**config.mk**
```make
export PLATFORM = sky130hd
export DESIGN_NAME = six_pin_to_nine_segment
export DESIGN_NICKNAME = d
export VERILOG_FILES = /design/src/rtl/nine_segment_pkg.sv /design/src/rtl/nine_segment_stability_filter.sv /design/src/rtl/six_pin_to_nine_segment.sv
export SDC_FILE = /design/constraint.sdc
export NUM_CORES = 1
export LEC_CHECK = 0
export CELL_PAD_IN_SITES_DETAIL_PLACEMENT = 0
export CELL_PAD_IN_SITES_GLOBAL_PLACEMENT = 1
export CORE_MARGIN = 5
export CORE_UTILIZATION = 44
export DETAILED_ROUTE_END_ITERATION = 10
export PLACE_DENSITY_LB_ADDON = 0.1
export SYNTH_ARGS = -nofsm -noshare
export SYNTH_HDL_FRONTEND = slang
export SYNTH_SLANG_ARGS = --single-unit
export TNS_END_PERCENT = 20
```
**constraint.sdc**
```tcl
create_clock -name clk -period 3.8 [get_ports clk]
set_input_delay 1.14 -clock clk [delete_from_list [all_inputs] [get_ports clk]]
set_output_delay 1.14 -clock clk [all_outputs]
set_load 0.02 [all_outputs]
```
**src/rtl/nine_segment_pkg.sv**
```systemverilog
// Shared types and the row/column decode for the 3x3 nine-segment matrix.
package nine_segment_pkg;

  localparam int SEG_ROWS = 3;
  localparam int SEG_COLS = 3;

  typedef logic [SEG_ROWS*SEG_COLS-1:0] segment_t;

  typedef enum logic [1:0] {
    PHASE0 = 2'd0,
    PHASE1 = 2'd1,
    PHASE2 = 2'd2
  } phase_t;

  // Rows are active-high selects, columns are active-low drives.
  function automatic segment_t lit_mask(input logic [SEG_ROWS-1:0] rows,
                                        input logic [SEG_COLS-1:0] cols);
    segment_t mask;
    mask = '0;
    for (int r = 0; r < SEG_ROWS; r++) begin
      for (int c = 0; c < SEG_COLS; c++) begin
        mask[r*SEG_COLS+c] = rows[r] & ~cols[c];
      end
    end
    return mask;
  endfunction

endpackage

```
**src/rtl/nine_segment_stability_filter.sv**
```systemverilog
// Qualifies a stream of completed frames: asserts stable once the same frame
// has been seen STABLE_FRAMES times in a row and captures that frame.
module nine_segment_stability_filter
  import nine_segment_pkg::*;
#(
  parameter int STABLE_FRAMES = 2
) (
  input  logic     clk,
  input  logic     reset,
  input  logic     frame_valid_i,
  input  segment_t frame_i,
  output logic     stable_o,
  output segment_t stable_segments_o
);

  localparam logic [3:0] THRESHOLD = 4'(STABLE_FRAMES);

  segment_t   prev_q, prev_d;
  segment_t   stable_seg_q, stable_seg_d;
  logic [3:0] count_q, count_d;

  always_comb begin
    prev_d       = prev_q;
    count_d      = count_q;
    stable_seg_d = stable_seg_q;
    if (frame_valid_i) begin
      prev_d = frame_i;
      // A zero count means no frame has been seen since reset.
      if (count_q != 4'd0 && frame_i == prev_q) begin
        count_d = (count_q >= THRESHOLD) ? THRESHOLD : count_q + 4'd1;
      end else begin
        count_d = 4'd1;
      end
      if (count_d >= THRESHOLD) begin
        stable_seg_d = frame_i;
      end
    end
  end

  always_ff @(posedge clk or posedge reset) begin
    if (reset) begin
      prev_q       <= '0;
      count_q      <= '0;
      stable_seg_q <= '0;
    end else begin
      prev_q       <= prev_d;
      count_q      <= count_d;
      stable_seg_q <= stable_seg_d;
    end
  end

  assign stable_o          = (count_q >= THRESHOLD);
  assign stable_segments_o = stable_seg_q;

endmodule

```
**src/rtl/six_pin_to_nine_segment.sv**
```systemverilog
// Rebuilds 9-bit segment frames from the scanned 3-row/3-column drive pins,
// one enabled sample per phase, and feeds completed frames to a stability filter.
module six_pin_to_nine_segment
  import nine_segment_pkg::*;
#(
  parameter int STABLE_FRAMES = 2
) (
  input  logic                clk,
  input  logic                reset,
  input  logic                enable,
  input  logic                sync,
  input  logic [SEG_ROWS-1:0] rows,
  input  logic [SEG_COLS-1:0] cols,
  output segment_t            segments,
  output logic                frame_valid,
  output logic                stable,
  output segment_t            stable_segments
);

  phase_t   phase_q, phase_d, cur_phase;
  segment_t acc_q, acc_d;
  segment_t seg_q, seg_d;
  logic     frame_valid_q, frame_valid_d;
  segment_t mask;

  // NOTE: every signal gets a default before any branch so no path leaves it unassigned (no latch).
  always_comb begin
    phase_d       = phase_q;
    acc_d         = acc_q;
    seg_d         = seg_q;
    frame_valid_d = 1'b0;
    mask          = lit_mask(rows, cols);
    // sync forces phase 0, dropping whatever partial frame was accumulating.
    cur_phase     = sync ? PHASE0 : phase_q;
    if (enable) begin
      case (cur_phase)
        PHASE0: begin
          acc_d   = mask;
          phase_d = PHASE1;
        end
        PHASE1: begin
          acc_d   = acc_q | mask;
          phase_d = PHASE2;
        end
        PHASE2: begin
          seg_d         = acc_q | mask;
          frame_valid_d = 1'b1;
          phase_d       = PHASE0;
        end
        default: phase_d = PHASE0;
      endcase
    end
  end

  // NOTE: state registers use non-blocking assignments so all flops update together on the edge.
  always_ff @(posedge clk or posedge reset) begin
    if (reset) begin
      phase_q       <= PHASE0;
      acc_q         <= '0;
      seg_q         <= '0;
      frame_valid_q <= 1'b0;
    end else begin
      phase_q       <= phase_d;
      acc_q         <= acc_d;
      seg_q         <= seg_d;
      frame_valid_q <= frame_valid_d;
    end
  end

  // Fed from next-state so stability updates on the same edge as segments.
  nine_segment_stability_filter #(
    .STABLE_FRAMES(STABLE_FRAMES)
  ) u_filter (
    .clk              (clk),
    .reset            (reset),
    .frame_valid_i    (frame_valid_d),
    .frame_i          (seg_d),
    .stable_o         (stable),
    .stable_segments_o(stable_segments)
  );

  assign segments    = seg_q;
  assign frame_valid = frame_valid_q;

endmodule

```
# --- Word level (Yosys, flattened, before mapping) ---
# Cells that the tools add are included.
# Widths: inputs -> output; s select.
word_totals:
  reg_bits: 43
  in_bits: 10
  out_inout_bits: 20
  word_cells: 42
op_classes:
  add_sub_neg: 1
  order_cmp: 2
  eq_ne: 3
  mux: 10
  bitwise: 13
  reduce_logical: 6
ops:
  columns: ["operator", "count"]
  rows:
  - ["$mux 9", 2]
  - ["$pmux 9 s2", 1]
  - ["$mux 4", 3]
  - ["$and 1x1->1", 9]
  - ["$eq 9x9->1", 1]
  - ["$or 9x9->9", 1]
  - ["$ge 4x2->1 const B", 2]
  - ["$add 4x1->4 const B", 1]
  - ["$pmux 2 s2", 1]
  - ["$reduce_and 2->1", 2]
  - ["$reduce_bool 4->1", 1]
  - ["$not 1->1", 3]
  - ["$eq 2x1->1 const B", 1]
  - ["$eq 2x2->1 const B", 1]
  - ["$logic_not 2->1", 1]
  - ["$mux 1", 2]
  - ["$mux 2", 1]
  - ["$reduce_bool 2->1", 1]
  - ["$logic_and 1x1->1", 1]

# --- Longest topological paths before layout ---
depth:
  depth_word: 11
  mapped_depth: 8
  depth_no_buf: 8

# --- Hierarchy ---
# From an unflattened synthesis, not the netlist that was laid out.
unflattened:
  hier_cells: 148
  hier_area_um2: 1895.6
by_module_without_submodules:
  columns: ["mod", "instances", "cells_each", "area_each_um2", "seq_area_each_um2"]
  rows:
  - ["nine_segment_stability_filter", 1, 74, 1007.2, 550.5]
  - ["six_pin_to_nine_segment", 1, 74, 888.4, 525.5]

# --- Worst setup path after synthesis ---
# Ideal clock, no wire load.
synth_timing:
  path_kind: "in2reg"
  from: "in sync"
  to: "reg u_filter.stable_seg_q[0], in the netlist u_filter.stable_segments_o[0]"
  arrival_ns: 2.955
  required_ns: 3.675
  slack_ns: 0.720
  path_stages: 7
  n_path_buf: 1
  cell_sequence: "nand4bb_1 buf_2 a211oi_2 or3_1 nand4_2 nor4_4 mux2_2"
synth_via:
  elab_chain_cells: 10
  elab_cells_between_ends: 12
  cone_classes: "1 x order compare; 2 x eq/ne; 7 x mux; 2 x reduce/logical"
synth_rtl:
  columns: ["item", "line_no", "rtl"]
  rows:
  - ["from (decl)", "six_pin_to_nine_segment.sv:11", "input logic sync,"]
  - ["$mux 2 *", "six_pin_to_nine_segment.sv:34", "cur_phase = sync ? PHASE0 : phase_q;"]
  - ["$eq 2x2->1 *", "six_pin_to_nine_segment.sv:36", "case (cur_phase)"]
  - ["$mux 9", "six_pin_to_nine_segment.sv:36", null]
  - ["$mux 9", "six_pin_to_nine_segment.sv:35", "if (enable) begin"]
  - ["$eq 9x9->1", "nine_segment_stability_filter.sv:29", "if (count_q != 4'd0 && frame_i == prev_q) begin"]
  - ["$logic_and 1x1->1", "nine_segment_stability_filter.sv:29", null]
  - ["$mux 4", "nine_segment_stability_filter.sv:29", null]
  - ["$mux 4", "nine_segment_stability_filter.sv:26", "if (frame_valid_i) begin"]
  - ["$ge 4x2->1", "nine_segment_stability_filter.sv:34", "if (count_d >= THRESHOLD) begin"]
  - ["$reduce_and 2->1 (no source line)", null, null]
  - ["to (signal assigned)", "nine_segment_stability_filter.sv:48", "stable_seg_q <= stable_seg_d;"]
  - ["to (decl)", "nine_segment_stability_filter.sv:19", "segment_t stable_seg_q, stable_seg_d;"]
# Mark *: on every way between the ends. The rest lies on a longest branch, timed or not. The select of a mux whose other input is x is not followed.
# A chain may end at the register's enable or synchronous reset.

# --- Final worst setup path ---
layout_timing:
  from: "in enable"
  to: "reg u_filter.stable_seg_q[4], in the netlist u_filter.stable_segments_o[4]"
layout_via:
  elab_chain_cells: 7
  elab_cells_between_ends: 8
  cone_classes: "1 x order compare; 1 x eq/ne; 4 x mux; 2 x reduce/logical"
layout_rtl:
  columns: ["item", "line_no", "rtl"]
  rows:
  - ["from (decl)", "six_pin_to_nine_segment.sv:10", "input logic enable,"]
  - ["$mux 9", "six_pin_to_nine_segment.sv:35", null]
  - ["$eq 9x9->1", "nine_segment_stability_filter.sv:29", null]
  - ["$logic_and 1x1->1", "nine_segment_stability_filter.sv:29", null]
  - ["$mux 4", "nine_segment_stability_filter.sv:29", null]
  - ["$mux 4", "nine_segment_stability_filter.sv:26", null]
  - ["$ge 4x2->1", "nine_segment_stability_filter.sv:34", null]
  - ["$reduce_and 2->1 (no source line)", null, null]
# Parallel ways exist; a longest one is shown, timed or not. The select of a mux whose other input is x is not followed.

==> metrics.md <==
| Metric | Value |
|---|---|
| Outcome | complete, no violations |
| Die extent in x | 74.9 µm |
| Worst slew margin | 54.0% |
| DR pass1 iterations | 4 |
| GP Congestion | 0.817 |
| Top cells by area, synth | dfrtp_1 (58%), nor2_1 (6.7%), mux2_2 (4.9%) |
| Syn Inst Count | 164 |
| Endpoints failing hold | 0 |
| Starting Density | 45.9% |
| Syn nets | 177 |
| Post-synth EDFFs | 0 |
| Netlist cell types | 34 |
| Inst Count DP | 247 |
| CTS root buf | clkbuf_8 |
| Worst path arrival time | 3.59 ns |
| Setup TNS | 0 ns |
| Proportion of layout cells with a drive suffix above 1 | 13.7% |
| Switching power | 0.000452 W |
| Post-synthesis mux area share | 5.48% |
| Worst Hold Path EP | u_filter.stable_segments_o[8]$_DFFE_PP0P_ |
| Initial antenna violation count | 0 |
| Area leader, netlist | dfrtp_1 |
| Clock Path Buffers | 2 |
| Most common cell after layout, fill and taps aside | dfrtp_1 |
| Syn avg cell area | 11.3 µm² |
| Sw Share | 33.7% |
| Hold path start | u_filter.stable_segments_o[8]$_DFFE_PP0P_ |
| Final nets | 217 |
| TritonCTS clock tree | built |
| Largest net degree at the start of global routing | 44 |
| Critical-path top delay cell | clkdlybuf4s50_1 |
| Vias post-DR | 1367 |
| Synth Area in Simple Gates | 14.9% |
| Critical Path RT | 3.98 ns |
| Vias in the first global route | 1398 |
| Gr usage total | 15.5% |
| Num rows | 23 |
| Peak VDD IR | 0.403 mV |
| # clock sinks | 43 |
| Hold_buf cts | 0 |
| CTS H-tree lvls | 2 |
| Hold Slack | 0.500 ns |
| Max cap viols | 0 |
| Power per standard cell area | 572 nW/µm² |
| Post-Place Setup Slack | 0.0818 ns |
| Die ar. | 5600 µm² |
| Most frequent cells in the layout | dfrtp_1 (43), nor2_1 (33), clkdlybuf4s50_1 (29) |
| Flop2flop setup slack | 1.32 ns |
| Worst r2r src | phase_q[0]$_DFFE_PP0P_ |
| Clk pwr share | 21.7% |
| Cell area after layout | 2340 µm² |
| Async SR Flop Fraction | 100% |
| # port buffers | 29 |
| Post-Synth Adder-Cell Area | 2.03% |
| 1st-iter DRT viols | 50 |
| First-pass GRT wire length | 6.56 mm |
| Post-route minimum period | 3.41 ns |
| YS warnings | 0 |
| FF-to-FF End | u_filter.stable_segments_o[4]$_DFFE_PP0P_ |
| Internal power | 0.000889 W |
| Hold Path Class | flip-flop to flip-flop |
| # diodes | 0 |
| Post-Layout Cell Count | 254 |
| Postcts setup bufs | 0 |
| Drt total wl | 3.88 mm |
| Least-Margin Pin Slew | 0.685 ns |
| Hpwl dp | 2.88 mm |
| WL/cell | 15.3 µm |
| Area of placed instances | 2260 µm² |
| Drt via density | 5.38 |
| Worst Clk Skew | 0.0118 ns |
| Worst-path fanout max | 11 |
| Max Slew Vio Count | 0 |
| Crit share post-route | 89.8% |
| Post-Synth XOR/XNOR Area | 1.89% |
| CTS buffer count | 5 |
| Post-CTS sizing | 0 |
| Reg2reg path depth | 8 |
| Clock insertion delay at the later pin of the skew report | 0.29 ns |
| WHS Path Cells | 1 |
| Clock slew at reported path FFs | 0.08 ns |
| Sequential Power Share | 46.9% |
| Mapped cell area | 1850 µm² |
| Total gr overflow | 0 |
| Die H | 74.9 µm |
| Post-DRT Antenna Nets | 0 |
| # setup viols final | 0 |
| Critical path startpoint category | input pin |
| Syn-to-layout area delta | 26.6% |
| Synth top area share | 58.1% |
| Sequential share of the synthesized area | 58.1% |
| Crit path kind | input pin to flip-flop |
| I/O Pins | 30 |
| Largest family of logic cells by synthesized area | simple AND/OR/NAND/NOR gates |
| Dominant synthesized flop cell | dfrtp_1 |
| CP Capture Type | flip-flop |
| CORE AREA | 4030 µm² |
| Combinational power share | 31.4% |
| Max Freq | 0.293 GHz |
| P_leak | 1.05 nW |
| DRC viols | 0 |
| Post-synthesis compound-gate area fraction | 14.8% |
| Unrepaired setup endpoints after global routing | false |
| #FFs+latches synth | 43 |
| Fin worst setup slack | 0.387 ns |
| Largest stage delay on the critical path | 0.55 ns |
| CP Cell Sequence | clkdlybuf4s50_1, nand4bb_1, buf_4, a211oi_1, or3_1, nand4_2, nor4_4, buf_12, mux2_2 |
| Fillers | 360 |
[power groups by stage]
stage                     combinational [W]  clock (W)  sequential [W]
after floorplan                    0.000208          0        0.000682
after global placement             0.000415          0        0.000632
after detailed placement           0.000425          0        0.000639
after CTS                          0.000427   0.000298        0.000630
after global routing               0.000461   0.000320        0.000642
final                              0.000421   0.000290        0.000629
[metrics by stage]
stage	utilization, %	total power [W]
2_1_floorplan	-	0.000891
3_3_place_gp	56.0	0.00105
3_5_place_dp	56.0	0.00106
4_1_cts	58.2	0.00136
5_1_grt	58.2	0.00142
6_report	58.2	0.00134
[worst max path at each step]
stage / start / endpoint
4_1_cts: enable / u_filter.stable_segments_o[4]$_DFFE_PP0P_
3_3_place_gp: enable / u_filter.stable_segments_o[3]$_DFFE_PP0P_
2_1_floorplan: sync / u_filter.stable_segments_o[0]$_DFFE_PP0P_
6_report: enable / u_filter.stable_segments_o[4]$_DFFE_PP0P_
3_5_place_dp: enable / u_filter.stable_segments_o[4]$_DFFE_PP0P_
5_1_grt: enable / u_filter.stable_segments_o[5]$_DFFE_PP0P_
[sequential cells by signal (all words and copies together), names as in the netlist]
name                        cells
acc_q                           9
frame_valid                     1
phase_q                         2
segments                        9
u_filter.count_q                4
u_filter.prev_q                 9
u_filter.stable_segments_o      9
[critical path: cells and delay by family]
| kind | cells | cell delay, ns |
|---|---|---|
| buf+inv | 3 | 0.92 |
| compound gates | 1 | 0.36 |
| simple gates | 4 | 0.85 |
| mux | 1 | 0.32 |
[kinds of logic after synthesis]
kind of cell / Yosys count
AND/OR/NAND/NOR: 53
flip-flops: 43
AO/OA/AOI/OAI: 39
buffers and inverters: 13
multiplexers: 9
XOR/XNOR: 4
adder cells (fa/ha/maj): 3
[metal layers]
layer / track usage (%) / vias up / share of wire, % / wire length, µm
met5: 0 / - / 0 / 0
li1: - / 665 / - / -
met2: 26.6 / 24 / 51 / 2000
met4: 4.15 / 0 / 0.88 / 34
met1: 18.9 / 673 / 44 / 1700
met3: 4.81 / 5 / 3.8 / 149
[layout make-up]
class                      instances  area, µm²  area share [%]
clock inverter                     1       5.00           0.214
tap                               50       62.6            2.67
multi-input combinational        108        724            30.9
timing repair buffer              36        355            15.2
sequential                        43       1080            45.9
clock buffer                       6       82.6            3.52
inverter                          10       37.5            1.60
[synth_stat cells, drive strengths merged, types with 2 or more instances]
master and n:
inv 9, a21oi 11, nand4 4, a22o 10, nor2 33, mux2 9, dfrtp 43, a211oi 6
ha 3, buf 2, nor4 2, or3 5, xor2 4, o21ai 9
Power figures use the tool's default switching activity.
==> variant 1, RTL diff (config.mk and constraints unchanged) <==
`SEG_ROWS`: 3 -> 5.
--- a/src/rtl/nine_segment_pkg.sv
+++ b/src/rtl/nine_segment_pkg.sv
@@ -3,3 +3,3 @@
 
-  localparam int SEG_ROWS = 3;
+  localparam int SEG_ROWS = 5;
   localparam int SEG_COLS = 3;
Ports: changed (resized rows, segments and stable_segments); port bits go from 30 to 44. No check against the original RTL was run, so the function may have changed too.
==> variant 1 against the unedited design <==
Area after synthesis is 55% higher. Wire length rose by 63%. Global-route usage up 0.91 points. Sequential cell count rose by 24. Final area up 68%. Power grew 81%. Die area rose by 47%. Worst setup slack worse by 0.25 ns. Largest power group unchanged.
==> variant 1: results (changes against the unedited design) <==
* Status: finished clean
* Wirelength, routed at 6.34 mm (+63%)
* Sequential fraction of the synthesis area at 58.4% (+0.24 points)
* Sw power at 771 uW (+71%)
* First DRT Iteration DRCs at 68 (+36%)
* Peak supply drop at 0.355 mV (-12%)
* Combinational cell fraction of total power at 33.6% (+2.2 points)
* Place WS at -0.235 ns (-0.317 ns)
* Post-synth cell types at 36 (+5.9%)
* Vias in the first global route at 2149 (+54%)
* Clk_skew at 0.00868 ns (-0.00308 ns)
* CP max stage delay at 0.42 ns (-0.13 ns)
* Port-buffer cells at 43 (+48%)
* Slew @ Worst Pin at 0.706 ns (+0.0206 ns)
* Placed Instance Area at 3720 um2 (+65%)
* Seq group at 999 uW (+59%)
* Dpl cells at 407 (+65%)
* Sequential share of power at 41.2% (-5.7 points)
* Avg Vias per Cell at 4.91 (-8.7%)
* Leakage Power at 1.81 nW (+73%)
* Clock latency on the worst-skew pair at 0.34 ns (+0.05 ns)
* Largest net degree at the start of global routing at 36 (-18%)
* Top cells by count, synth: dfrtp_1 (67), nor2_1 (66), a22o_1 (15)
* Final std cells w/o fill at 423 (+67%)
* Mapped Cells at 248 (+51%)
* DP Wirelength at 4.64 mm (+61%)
-- variant 1: cells by family after synthesis --
group,Yosys count,share of synthesized area [%]
simple gates,103,17.5
flops,67,58.4
compound gates,34,9.63
buf+inv,15,2.61
mux,15,7.19
xor+xnor,11,3.36
fa+ha+maj,3,1.31
-- variant 1: layout make-up --
class                           count  area [um2]  share of cell area [%]
Clock inverter                      1        30.0                   0.763
Sequential cell                    67        1680                    42.6
Clock buffer                       15         176                    4.48
Tap cell                           77        96.3                    2.45
Timing Repair Buffer               89         801                    20.3
Inverter                            8        30.0                   0.763
Multi-Input combinational cell    166        1120                    28.6
-- variant 1: worst min-delay path: cells and delay by family, from the launching register on --
kind | cells | cell delay [ns]
AOI/OAI and AO/OA | 1 | 0.05
DFF | 1 | 0.35
and+or+nand+nor | 1 | 0.05
-- variant 1: per-layer routing --
layer	vias to the layer above	routed length, um	track usage, %
li1	1037	-	-
met1	993	3280	24.1
met2	39	2710	23.3
met3	9	244	3.75
met4	0	99	6.97
met5	-	0	0
-- variant 1: worst paths after layout --
path / start / endpoint / slack (ns) / depth (start not counted)
max: sync / u_filter.stable_segments_o[10]$_DFFE_PP0P_ / 0.14 / 11
min: u_filter.count_q[2]$_DFFE_PP0P_ / u_filter.count_q[2]$_DFFE_PP0P_ / 0.49 / 2
max reg2reg: phase_q[0]$_DFFE_PP0P_ / u_filter.stable_segments_o[10]$_DFFE_PP0P_ / 0.95 / 10
min reg2reg: u_filter.count_q[2]$_DFFE_PP0P_ / u_filter.count_q[2]$_DFFE_PP0P_ / 0.49 / 2
max in group asynchronous: reset / segments[7]$_DFF_PP0_ / 1.93 / 3
min in group asynchronous: reset / phase_q[1]$_DFFE_PP0P_ / 1.24 / 2
==> variant 2, RTL diff (same settings) <==
Made on the original files. Reset style: synchronous (`reset`), changed in 2 clocked blocks.
--- a/src/rtl/nine_segment_stability_filter.sv
+++ b/src/rtl/nine_segment_stability_filter.sv
@@ -39,3 +39,3 @@
 
-  always_ff @(posedge clk or posedge reset) begin
+  always_ff @(posedge clk) begin
     if (reset) begin
--- a/src/rtl/six_pin_to_nine_segment.sv
+++ b/src/rtl/six_pin_to_nine_segment.sv
@@ -55,3 +55,3 @@
   // NOTE: state registers use non-blocking assignments so all flops update together on the edge.
-  always_ff @(posedge clk or posedge reset) begin
+  always_ff @(posedge clk) begin
     if (reset) begin
Behaviour: differs if reset is asserted again (counterexample within 4 cycles, from zero or initial values and one cycle with reset high); with reset held inactive, the same outputs for 10 cycles.
==> variant 2 against the unedited design <==
Sequential cell count unchanged. Worst setup slack worse by 0.064 ns. Register-to-register slack about the same. Critical path depth down 1. Sequential share of layout area shrank 10 points. Wire length grew 15%. Area after synthesis grew 3.1%. Maximum frequency down 1.8%. Final area is 2.5% higher.
Power is not compared: it rests on default switching activity, and its combinational part moved more than twofold at a synthesized area within 25%.
==> variant 2: results (changes against the unedited design) <==
* DP Wirelength at 3.25 mm (+13%)
* CP Max Fanout at 16 (+5)
* CP max stage delay at 0.61 ns (+0.06 ns)
* Top delay family on crit path: simple AND/OR/NAND/NOR gates
* Final std cells w/o fill at 298 (+17%)
* Hold Path Origin: u_filter.stable_segments_o[5]$_SDFFE_PP0P_
* Hold slack at 0.477 ns (-0.0233 ns)
* Top cells by count, synth: dfxtp_1 (43), nor2_1 (31), nor3_1 (16)
* First DRT Iteration DRCs at 86 (+72%)
* Wirelength, routed at 4.47 mm (+15%)
* Vias in the first global route at 1579 (+13%)
* Largest net degree at the start of global routing at 49 (+11%)
* Status: finished clean
* All-Layer GR Usage at 16.6% (+1.1 points)
* Peak supply drop at around 0.21 mV
* Fraction of layout cells with a size suffix above 1 at 11.4% (-2.3 points)
* First-pass GRT wire length at 7.18 mm (+9.5%)
* Port-buffer cells at 29 (unchanged)
* Avg Vias per Cell at 5.47 (+1.6%)
* Clk_skew at 0.00817 ns (-0.00358 ns)
* Sequential fraction of the synthesis area at 45.1% (-13 points)
* Final GP Congestion at 0.855 (+4.7%)
* Dpl cells at 291 (+18%)
* R2r worst-path depth at 7 (-1)
* Ys async rst share at 0% (-100 points)
* Final #Nets at 259 (+19%)
* Worst r2r src: phase_q[1]$_SDFFE_PP0P_
* Worst EP arrival at 3.67 ns (+0.08 ns)
* Post-synth cell types at 40 (+18%)
* Area contributors post-synth: dfxtp_1 (45%), nor2_1 (6.1%), nor3_1 (4.2%)
* Hold Crit Endpoint: u_filter.stable_segments_o[5]$_SDFFE_PP0P_
* Hold Path Stages at 2 (+1)
* Slew margin rel. at 52.7% (-1.3 points)
* R2R Path End: u_filter.stable_segments_o[3]$_SDFFE_PP0P_
## variant 2: kinds of logic after synthesis
logic type	after synthesis	share of synthesized area, %
buf+inv	19	4.00
fa+ha+maj	3	1.97
compound gates	48	18.2
simple gates	87	25.7
mux	9	5.05
flops	43	45.1
## variant 2: how the worst max path moves through the flow
stage           start                                    endpoint  slack, ns  cells after the start
2_1_floorplan    sync  u_filter.stable_segments_o[0]$_SDFFE_PP0P_       0.76                      6
3_3_place_gp     sync  u_filter.stable_segments_o[8]$_SDFFE_PP0P_       0.10                      9
3_5_place_dp   enable  u_filter.stable_segments_o[3]$_SDFFE_PP0P_       0.01                      8
4_1_cts        enable  u_filter.stable_segments_o[3]$_SDFFE_PP0P_       0.32                      8
5_1_grt        enable  u_filter.stable_segments_o[3]$_SDFFE_PP0P_       0.18                      8
6_report       enable  u_filter.stable_segments_o[3]$_SDFFE_PP0P_       0.32                      8
## variant 2: metal layers
| layer | wire length, um | global-route usage [%] | up-vias |
|---|---|---|---|
| li1 | - | - | 824 |
| met1 | 2060 | 21.7 | 766 |
| met2 | 2140 | 25.6 | 31 |
| met3 | 199 | 5.28 | 9 |
| met4 | 72 | 6.41 | 0 |
| met5 | 0 | 0 | - |
## variant 2: power groups by stage
stage	clock [mW]	sequential (mW)	combinational, mW
detailed placement	0	0.473	0.0670
CTS	0.358	0.462	0.0672
finish	0.352	0.462	0.0669
global placement	0	0.473	0.0654
floorplan	0	0.473	0.0390
global route	0.376	0.463	0.0735
## variant 2: through the flow
stage               instance area [um2]  util [%]  total power [mW]
floorplan                          1910         -             0.512
global placement                   2300      53.5             0.538
detailed placement                 2300      53.5             0.540
CTS                                2400      55.9             0.888
global route                       2400      55.9             0.913
finish                             2400      55.9             0.882
## variant 2: worst reg2reg max path, cell delays in order (launching register included)
cell and delay, ns:
dfxtp_1 0.46, and4bb_2 0.50, o31ai_1 0.17, o221ai_1 0.22
nand4_1 0.20, nor4_4 0.23, buf_4 0.24, mux2_2 0.35
## variant 2: layout make-up
class | count | area, um2
Sequential cell | 43 | 861
Clock buffer | 5 | 68.8
Clock inverter | 2 | 37.5
Multi-Input combinational cell | 147 | 971
Fill cell | 397 | 1890
Tap cell | 52 | 65.1
Inverter | 11 | 41.3
Timing Repair Buffer | 38 | 358
